## src/rtl/lsu_pkg.sv

```systemverilog
// Shared types and constants for the load/store unit: size codes, FSM states, lane widths.
package lsu_pkg;

    localparam logic [1:0] SZ_BYTE = 2'b00;
    localparam logic [1:0] SZ_HALF = 2'b01;
    localparam logic [1:0] SZ_WORD = 2'b10;

    localparam int unsigned BYTE_LANE_W = 2;
    localparam int unsigned HALF_LANE_W = 1;

    typedef enum logic [2:0] {
        S_IDLE,
        S_LD_ADDR,
        S_LD_DATA,
        S_RMW_ADDR,
        S_RMW_DATA,
        S_WR,
        S_RESP
    } lsu_state_e;

    // Byte accesses never trap; size 2'b11 is handled as a word.
    function automatic logic is_misaligned(input logic [1:0] size,
                                           input logic [BYTE_LANE_W-1:0] lo);
        case (size)
            SZ_BYTE: return 1'b0;
            SZ_HALF: return lo[0];
            default: return lo != '0;
        endcase
    endfunction

endpackage

```

## src/rtl/load_store_unit_if.sv

```systemverilog
// Request/response and data-RAM signals of the load/store unit.
interface load_store_unit_if #(
    parameter int unsigned ADDR_W = 32
);
    logic              req_valid;
    logic              req_ready;
    logic              req_we;
    logic [1:0]        req_size;
    logic              req_unsigned;
    logic [ADDR_W-1:0] req_addr;
    logic [31:0]       req_wdata;
    logic              resp_valid;
    logic [31:0]       resp_rdata;
    logic              resp_err;
    logic [ADDR_W-1:0] mem_addr;
    logic [31:0]       mem_wdata;
    logic              mem_we;
    logic [31:0]       mem_rdata;

    modport slave (
        input  req_valid, req_we, req_size, req_unsigned, req_addr, req_wdata, mem_rdata,
        output req_ready, resp_valid, resp_rdata, resp_err, mem_addr, mem_wdata, mem_we
    );

    modport master (
        output req_valid, req_we, req_size, req_unsigned, req_addr, req_wdata, mem_rdata,
        input  req_ready, resp_valid, resp_rdata, resp_err, mem_addr, mem_wdata, mem_we
    );
endinterface

```

## src/rtl/lsu_lane_align.sv

```systemverilog
// Little-endian lane extraction with sign/zero extension for loads, and lane merge for sub-word stores.
module lsu_lane_align
    import lsu_pkg::*;
(
    input  logic [1:0]             size,
    input  logic [BYTE_LANE_W-1:0] lane,
    input  logic                   is_unsigned,
    input  logic [31:0]            word,
    input  logic [15:0]            wdata,
    output logic [31:0]            load_data,
    output logic [31:0]            merged
);
    logic [7:0]             byte_sel;
    logic [15:0]            half_sel;
    logic [HALF_LANE_W-1:0] half_lane;

    always_comb begin
        half_lane = lane[BYTE_LANE_W-1];
        case (lane)
            2'd0:    byte_sel = word[7:0];
            2'd1:    byte_sel = word[15:8];
            2'd2:    byte_sel = word[23:16];
            default: byte_sel = word[31:24];
        endcase
        half_sel = half_lane ? word[31:16] : word[15:0];

        load_data = word;
        merged    = word;
        case (size)
            SZ_BYTE: begin
                load_data = is_unsigned ? {24'b0, byte_sel} : {{24{byte_sel[7]}}, byte_sel};
                case (lane)
                    2'd0:    merged[7:0]   = wdata[7:0];
                    2'd1:    merged[15:8]  = wdata[7:0];
                    2'd2:    merged[23:16] = wdata[7:0];
                    default: merged[31:24] = wdata[7:0];
                endcase
            end
            SZ_HALF: begin
                load_data = is_unsigned ? {16'b0, half_sel} : {{16{half_sel[15]}}, half_sel};
                if (half_lane == '0) merged[15:0] = wdata;
                else                 merged[31:16] = wdata;
            end
            default: ;
        endcase
    end
endmodule

```

## src/rtl/load_store_unit.sv

```systemverilog
// Load/store unit: one request at a time, sub-word stores as read-modify-write on a word-write RAM.
// Optional LSU_MISALIGN_TRAP_EN: misaligned half/word accesses respond with resp_err and no memory cycle.
module load_store_unit
    import lsu_pkg::*;
#(
    parameter int unsigned ADDR_W = 32
) (
    input  logic             clk,
    input  logic             rst_n,
    load_store_unit_if.slave bus
);
    lsu_state_e             state_q, state_d;
    logic                   req_ready_q, req_ready_d;
    logic                   resp_valid_q, resp_valid_d;
    logic [31:0]            resp_rdata_q, resp_rdata_d;
    logic                   mem_we_q, mem_we_d;
    logic [ADDR_W-1:0]      mem_addr_q, mem_addr_d;
    logic [31:0]            mem_wdata_q, mem_wdata_d;
    logic [1:0]             size_q, size_d;
    logic                   uns_q, uns_d;
    logic [BYTE_LANE_W-1:0] lane_q, lane_d;
    logic [15:0]            wdata_q, wdata_d;
    logic [31:0]            load_data, merged;
`ifdef LSU_MISALIGN_TRAP_EN
    logic                   resp_err_q, resp_err_d;
`endif

    lsu_lane_align u_align (
        .size        (size_q),
        .lane        (lane_q),
        .is_unsigned (uns_q),
        .word        (bus.mem_rdata),
        .wdata       (wdata_q),
        .load_data   (load_data),
        .merged      (merged)
    );

    always_comb begin
        state_d      = state_q;
        resp_rdata_d = resp_rdata_q;
        mem_addr_d   = mem_addr_q;
        mem_wdata_d  = mem_wdata_q;
        size_d       = size_q;
        uns_d        = uns_q;
        lane_d       = lane_q;
        wdata_d      = wdata_q;
`ifdef LSU_MISALIGN_TRAP_EN
        resp_err_d   = resp_err_q;
`endif
        unique case (state_q)
            S_IDLE: if (bus.req_valid) begin
                size_d     = bus.req_size;
                uns_d      = bus.req_unsigned;
                lane_d     = bus.req_addr[1:0];
                wdata_d    = bus.req_wdata[15:0];
                mem_addr_d = {bus.req_addr[ADDR_W-1:2], 2'b00};
                if (!bus.req_we) begin
                    state_d = S_LD_ADDR;
                end else if (bus.req_size[1]) begin
                    state_d     = S_WR;
                    mem_wdata_d = bus.req_wdata;
                end else begin
                    state_d = S_RMW_ADDR;
                end
`ifdef LSU_MISALIGN_TRAP_EN
                resp_err_d = 1'b0;
                if (is_misaligned(bus.req_size, bus.req_addr[1:0])) begin
                    state_d      = S_RESP;
                    resp_err_d   = 1'b1;
                    resp_rdata_d = '0;
                    mem_addr_d   = mem_addr_q;
                    mem_wdata_d  = mem_wdata_q;
                end
`endif
            end
            S_LD_ADDR:  state_d = S_LD_DATA;
            S_LD_DATA: begin
                resp_rdata_d = load_data;
                state_d      = S_RESP;
            end
            S_RMW_ADDR: state_d = S_RMW_DATA;
            S_RMW_DATA: begin
                mem_wdata_d = merged;
                state_d     = S_WR;
            end
            S_WR: begin
                resp_rdata_d = '0;
                state_d      = S_RESP;
            end
            S_RESP:     state_d = S_IDLE;
            default:    state_d = S_IDLE;
        endcase
        // Outputs are registered by decoding the next state.
        req_ready_d  = (state_d == S_IDLE);
        resp_valid_d = (state_d == S_RESP);
        mem_we_d     = (state_d == S_WR);
    end

    always_ff @(posedge clk) begin
        if (!rst_n) begin
            state_q      <= S_IDLE;
            req_ready_q  <= 1'b1;
            resp_valid_q <= 1'b0;
            resp_rdata_q <= '0;
            mem_we_q     <= 1'b0;
            mem_addr_q   <= '0;
            mem_wdata_q  <= '0;
            size_q       <= '0;
            uns_q        <= 1'b0;
            lane_q       <= '0;
            wdata_q      <= '0;
`ifdef LSU_MISALIGN_TRAP_EN
            resp_err_q   <= 1'b0;
`endif
        end else begin
            state_q      <= state_d;
            req_ready_q  <= req_ready_d;
            resp_valid_q <= resp_valid_d;
            resp_rdata_q <= resp_rdata_d;
            mem_we_q     <= mem_we_d;
            mem_addr_q   <= mem_addr_d;
            mem_wdata_q  <= mem_wdata_d;
            size_q       <= size_d;
            uns_q        <= uns_d;
            lane_q       <= lane_d;
            wdata_q      <= wdata_d;
`ifdef LSU_MISALIGN_TRAP_EN
            resp_err_q   <= resp_err_d;
`endif
        end
    end

    assign bus.req_ready  = req_ready_q;
    assign bus.resp_valid = resp_valid_q;
    assign bus.resp_rdata = resp_rdata_q;
    assign bus.mem_we     = mem_we_q;
    assign bus.mem_addr   = mem_addr_q;
    assign bus.mem_wdata  = mem_wdata_q;
`ifdef LSU_MISALIGN_TRAP_EN
    assign bus.resp_err   = resp_err_q;
`else
    assign bus.resp_err   = 1'b0;
`endif
endmodule

```

## src/flat_wrapper.sv

```systemverilog
// flat-port wrapper written by rule: the top's interface ports become plain ports
module load_store_unit_flat import lsu_pkg::*;
#(
    parameter int unsigned ADDR_W = 32
)
  (clk, rst_n, bus_req_valid, bus_req_we, bus_req_size, bus_req_unsigned, bus_req_addr, bus_req_wdata, bus_mem_rdata, bus_req_ready, bus_resp_valid, bus_resp_rdata, bus_resp_err, bus_mem_addr, bus_mem_wdata, bus_mem_we);
  load_store_unit_if #(.ADDR_W(ADDR_W)) bus_i ();
  input  logic clk;
  input  logic rst_n;
  input wire logic [$bits(bus_i.req_valid)-1:0] bus_req_valid;
  input wire logic [$bits(bus_i.req_we)-1:0] bus_req_we;
  input wire logic [$bits(bus_i.req_size)-1:0] bus_req_size;
  input wire logic [$bits(bus_i.req_unsigned)-1:0] bus_req_unsigned;
  input wire logic [$bits(bus_i.req_addr)-1:0] bus_req_addr;
  input wire logic [$bits(bus_i.req_wdata)-1:0] bus_req_wdata;
  input wire logic [$bits(bus_i.mem_rdata)-1:0] bus_mem_rdata;
  output wire logic [$bits(bus_i.req_ready)-1:0] bus_req_ready;
  output wire logic [$bits(bus_i.resp_valid)-1:0] bus_resp_valid;
  output wire logic [$bits(bus_i.resp_rdata)-1:0] bus_resp_rdata;
  output wire logic [$bits(bus_i.resp_err)-1:0] bus_resp_err;
  output wire logic [$bits(bus_i.mem_addr)-1:0] bus_mem_addr;
  output wire logic [$bits(bus_i.mem_wdata)-1:0] bus_mem_wdata;
  output wire logic [$bits(bus_i.mem_we)-1:0] bus_mem_we;
  assign bus_i.req_valid = bus_req_valid;
  assign bus_i.req_we = bus_req_we;
  assign bus_i.req_size = bus_req_size;
  assign bus_i.req_unsigned = bus_req_unsigned;
  assign bus_i.req_addr = bus_req_addr;
  assign bus_i.req_wdata = bus_req_wdata;
  assign bus_i.mem_rdata = bus_mem_rdata;
  assign bus_req_ready = bus_i.req_ready;
  assign bus_resp_valid = bus_i.resp_valid;
  assign bus_resp_rdata = bus_i.resp_rdata;
  assign bus_resp_err = bus_i.resp_err;
  assign bus_mem_addr = bus_i.mem_addr;
  assign bus_mem_wdata = bus_i.mem_wdata;
  assign bus_mem_we = bus_i.mem_we;
  load_store_unit #(.ADDR_W(ADDR_W)) u_core (.clk(clk), .rst_n(rst_n), .bus(bus_i));
endmodule
```

## config.mk

```make
export PLATFORM = sky130hd
export DESIGN_NAME = load_store_unit_flat
export DESIGN_NICKNAME = d
export VERILOG_FILES = /design/src/rtl/lsu_pkg.sv /design/src/rtl/load_store_unit_if.sv /design/src/rtl/lsu_lane_align.sv /design/src/rtl/load_store_unit.sv /design/src/flat_wrapper.sv
export SDC_FILE = /design/constraint.sdc
export NUM_CORES = 1
export LEC_CHECK = 0
export CORE_MARGIN = 4
export CORE_UTILIZATION = 38
export DETAILED_ROUTE_END_ITERATION = 12
export MAX_ROUTING_LAYER = met4
export PLACE_DENSITY = 0.71
export SETUP_SLACK_MARGIN = 0.15
export SKIP_CTS_REPAIR_TIMING = 1
export SYNTH_ARGS = -nofsm -noshare
export SYNTH_HDL_FRONTEND = slang
export SYNTH_SLANG_ARGS = --single-unit
```

## constraint.sdc

```tcl
create_clock -name clk -period 1.54 [get_ports clk]
set_clock_uncertainty 0.1 [all_clocks]
set_input_delay 0.231 -clock clk [delete_from_list [all_inputs] [get_ports clk]]
set_output_delay 0.231 -clock clk [all_outputs]
set_load 0.1 [all_outputs]
```

==> impl_metrics.ini <==
[run_status]
status = finished with violations
violations = setup timing

[clocking]
cts_buffers = 17
cts_buffer_depth = 2
clk_pin_slew_ps = 60
clock-sinks = 121
cts_tree = yes
worstSkewPairLatency_ps = 420
root_buffer = clkbuf_16
htree_num_levels = 4

[floorplan]
die_h_um = 134.6
core.rowCount = 46
core-area_um2 = 15770
start_util_pct = 38.61
die-area_um2 = 18110
die_w_um = 134.6
io_pins = 203

[pwr]
power_density_nw_per_um2 = 1167
clkPwrFrac_pct = 28.1
p_leak_nw = 4.560
internal_power_mw = 8.505
p_sw_mw = 5.449
switching_share_pct = 39.05
seqPwrFrac_pct = 27.5
combPwrFrac_pct = 44.4
ir_worst_vdd_mv = 0.8202

[critical_path]
cp.required_ps = 1750
crit_path_max_fanout = 18
worstPathArrival_ps = 1910
crit_type = register to register
cp-end-kind = register
startpoint_type = register
worst-r2r-setup-slack_ps = -160

[sta]
hold_ws_ps = 252.6
hold_viol_final = 0
maxSlewViolCount = 0
fin_crit_sh_pct = 110.7
period_needed_ps = 1705
rsz0062_at_grt = true
setup_viol = 103
fin_ws_ps = -164.7
max_freq_mhz = 586.6

[synthesis]
synth_common_cells = 130 x nand2_1, 121 x dfxtp_1, 110 x a21oi_1
synth.top_cell.area_share_pct = 39.78
synth_seq_area_share_pct = 39.78
avgSynthCellArea_um2 = 8.196
ys.flop_type = dfxtp_1
synth-edff-count = 0
ys_async_sr_fraction_pct = 0
yosys.area.top_type = dfxtp_1
synth.distinct_cells = 59
yosysMostFrequentCell = nand2_1
syn_area_um2 = 6090
ys_ff_latch = 121
synth_cells = 743
ys_warn_count = 0
synthTopCellsByArea = dfxtp_1 40%, a21oi_1 9.0%, nand2_1 8.0%, a211oi_1 3.6%, a22oi_1 3.6%

[cells_and_area]
fillers = 987
n_antenna_cell = 0
layout-drive-gt1-share_pct = 42.63
final_cells = 1267
fin_area_um2 = 11960
layout.nets = 1141
area_delta_synth_final_pct = 96.34

[grt]
gr-usage-all-layers_pct = 25.70
antenna_found_initial = 0
grt_pass1_vias = 6629
grt_max_degree = 46
grt_overflow_total = 0
grt_pass1_wl_um = 35540

[route]
wirelength_um = 28300
routed_via_density = 5.981
first_iter_violations = 947
drc = 0
num_vias = 7578
ant_nets = 0
dr.pass1.iters = 7
wire_per_inst_um = 22.34

[placement]
place_congestion = 0.9576
post-place-ws_ps = -439.9
placed_area_um2 = 10010
dp_hpwl_um = 17560
numPortBuffers = 199
dpl.cell_count = 1195

[min_path]
holdCritPathClass = input pin to register

[run]
maxCapViolCount = 0
[stage by stage]
step | utilization [%] | total power, mW | setup TNS [ps]
finish | 75.82 | 13.95 | -5757
global route | 75.82 | 14.35 | -11730
CTS | 67.08 | 12.85 | -8545
detailed placement | 63.49 | 8.961 | -32530
global placement | 63.49 | 8.908 | -29300
floorplan | - | 6.836 | -164.2
[sequential cells by signal, summed over array words and instances (netlist names)]
name	count
u_core.bus.mem_addr	30
u_core.state_q	3
u_core.bus.mem_we	1
u_core.bus.req_ready	1
u_core.lane_q	2
u_core.uns_q	1
u_core.wdata_q	16
u_core.bus.mem_wdata	32
u_core.size_q	2
u_core.bus.resp_valid	1
u_core.bus.resp_rdata	32
[power by group through the flow]
stage               clock, mW  combinational (mW)  sequential [mW]
floorplan                   0                1.44             5.40
global placement            0                5.05             3.86
detailed placement          0                5.09             3.87
CTS                      3.93                5.12             3.81
global route             4.11                6.37             3.87
finish                   3.92                6.19             3.84
[routing by layer]
metal  vias to the layer above  wire length (um)  global-route usage, %
met2                       553             13620                  42.01
met3                       140              2672                  5.328
li1                       3333                 -                      -
met4                         0              1515                  8.880
met1                      3552             10500                  31.76
met5                         -                 0                      -
[cells in the final DEF (no fill, tap or decap), types with 5 or more instances in the layout]
cell,count
buf_6,23
o21ai_0,16
clkbuf_16,30
o2bb2ai_1,12
nor3b_1,8
dfxtp_1,82
nand3_1,18
a21o_1,5
clkbuf_1,5
clkdlybuf4s50_1,102
a22oi_1,25
nand2b_1,20
nand2_1,110
a211oi_2,16
nor2_1,9
mux2i_1,5
o21ai_1,14
a21oi_1,77
nand2_4,13
dfxtp_2,33
a21oi_2,33
and3_1,20
o22ai_1,11
nand2_2,9
dfxtp_4,6
a32oi_1,7
a211oi_1,9
a32o_1,11
mux2_2,6
buf_4,87
buf_12,116
[final cells by class]
class | count | area [um^2] | share of cell area [%]
Clock buffer | 24 | 471.7 | 3.945
Clock inverter | 8 | 95.09 | 0.7953
Inverter | 4 | 15.01 | 0.1256
Multi-Input combinational cell | 549 | 3988 | 33.35
Sequential cell | 121 | 2486 | 20.79
Tap cell | 216 | 270.3 | 2.260
Timing Repair Buffer | 345 | 4631 | 38.73
[worst paths after layout]
kind / endpoint / from / depth (start not counted)
setup / recovery: u_core.lane_q[1]$_SDFFE_PN0P_ / u_core.state_q[1]$_SDFF_PN0_ / 5
hold / removal: u_core.bus.mem_addr[28]$_SDFFE_PN0P_ / bus_req_addr[28] / 3
setup reg to reg: u_core.lane_q[1]$_SDFFE_PN0P_ / u_core.state_q[1]$_SDFF_PN0_ / 5
hold reg to reg: u_core.bus.mem_addr[28]$_SDFFE_PN0P_ / u_core.bus.mem_addr[28]$_SDFFE_PN0P_ / 2
[worst max-delay path, stage by stage (launching register included)]
cell and delay (ps):
dfxtp_4 360, buf_4 170, nor4b_4 350, buf_6 240, nand2_1 110, a21oi_1 250
[cells by family after synthesis]
family,Yosys count,share of synthesized area [%]
AOI/OAI and AO/OA,277,29.57
and+or+nand+nor,252,21.27
DFF,121,39.78
buffers and inverters,77,6.657
muxes,15,2.671
other,1,0.06158
(Power assumes the default switching activity.)
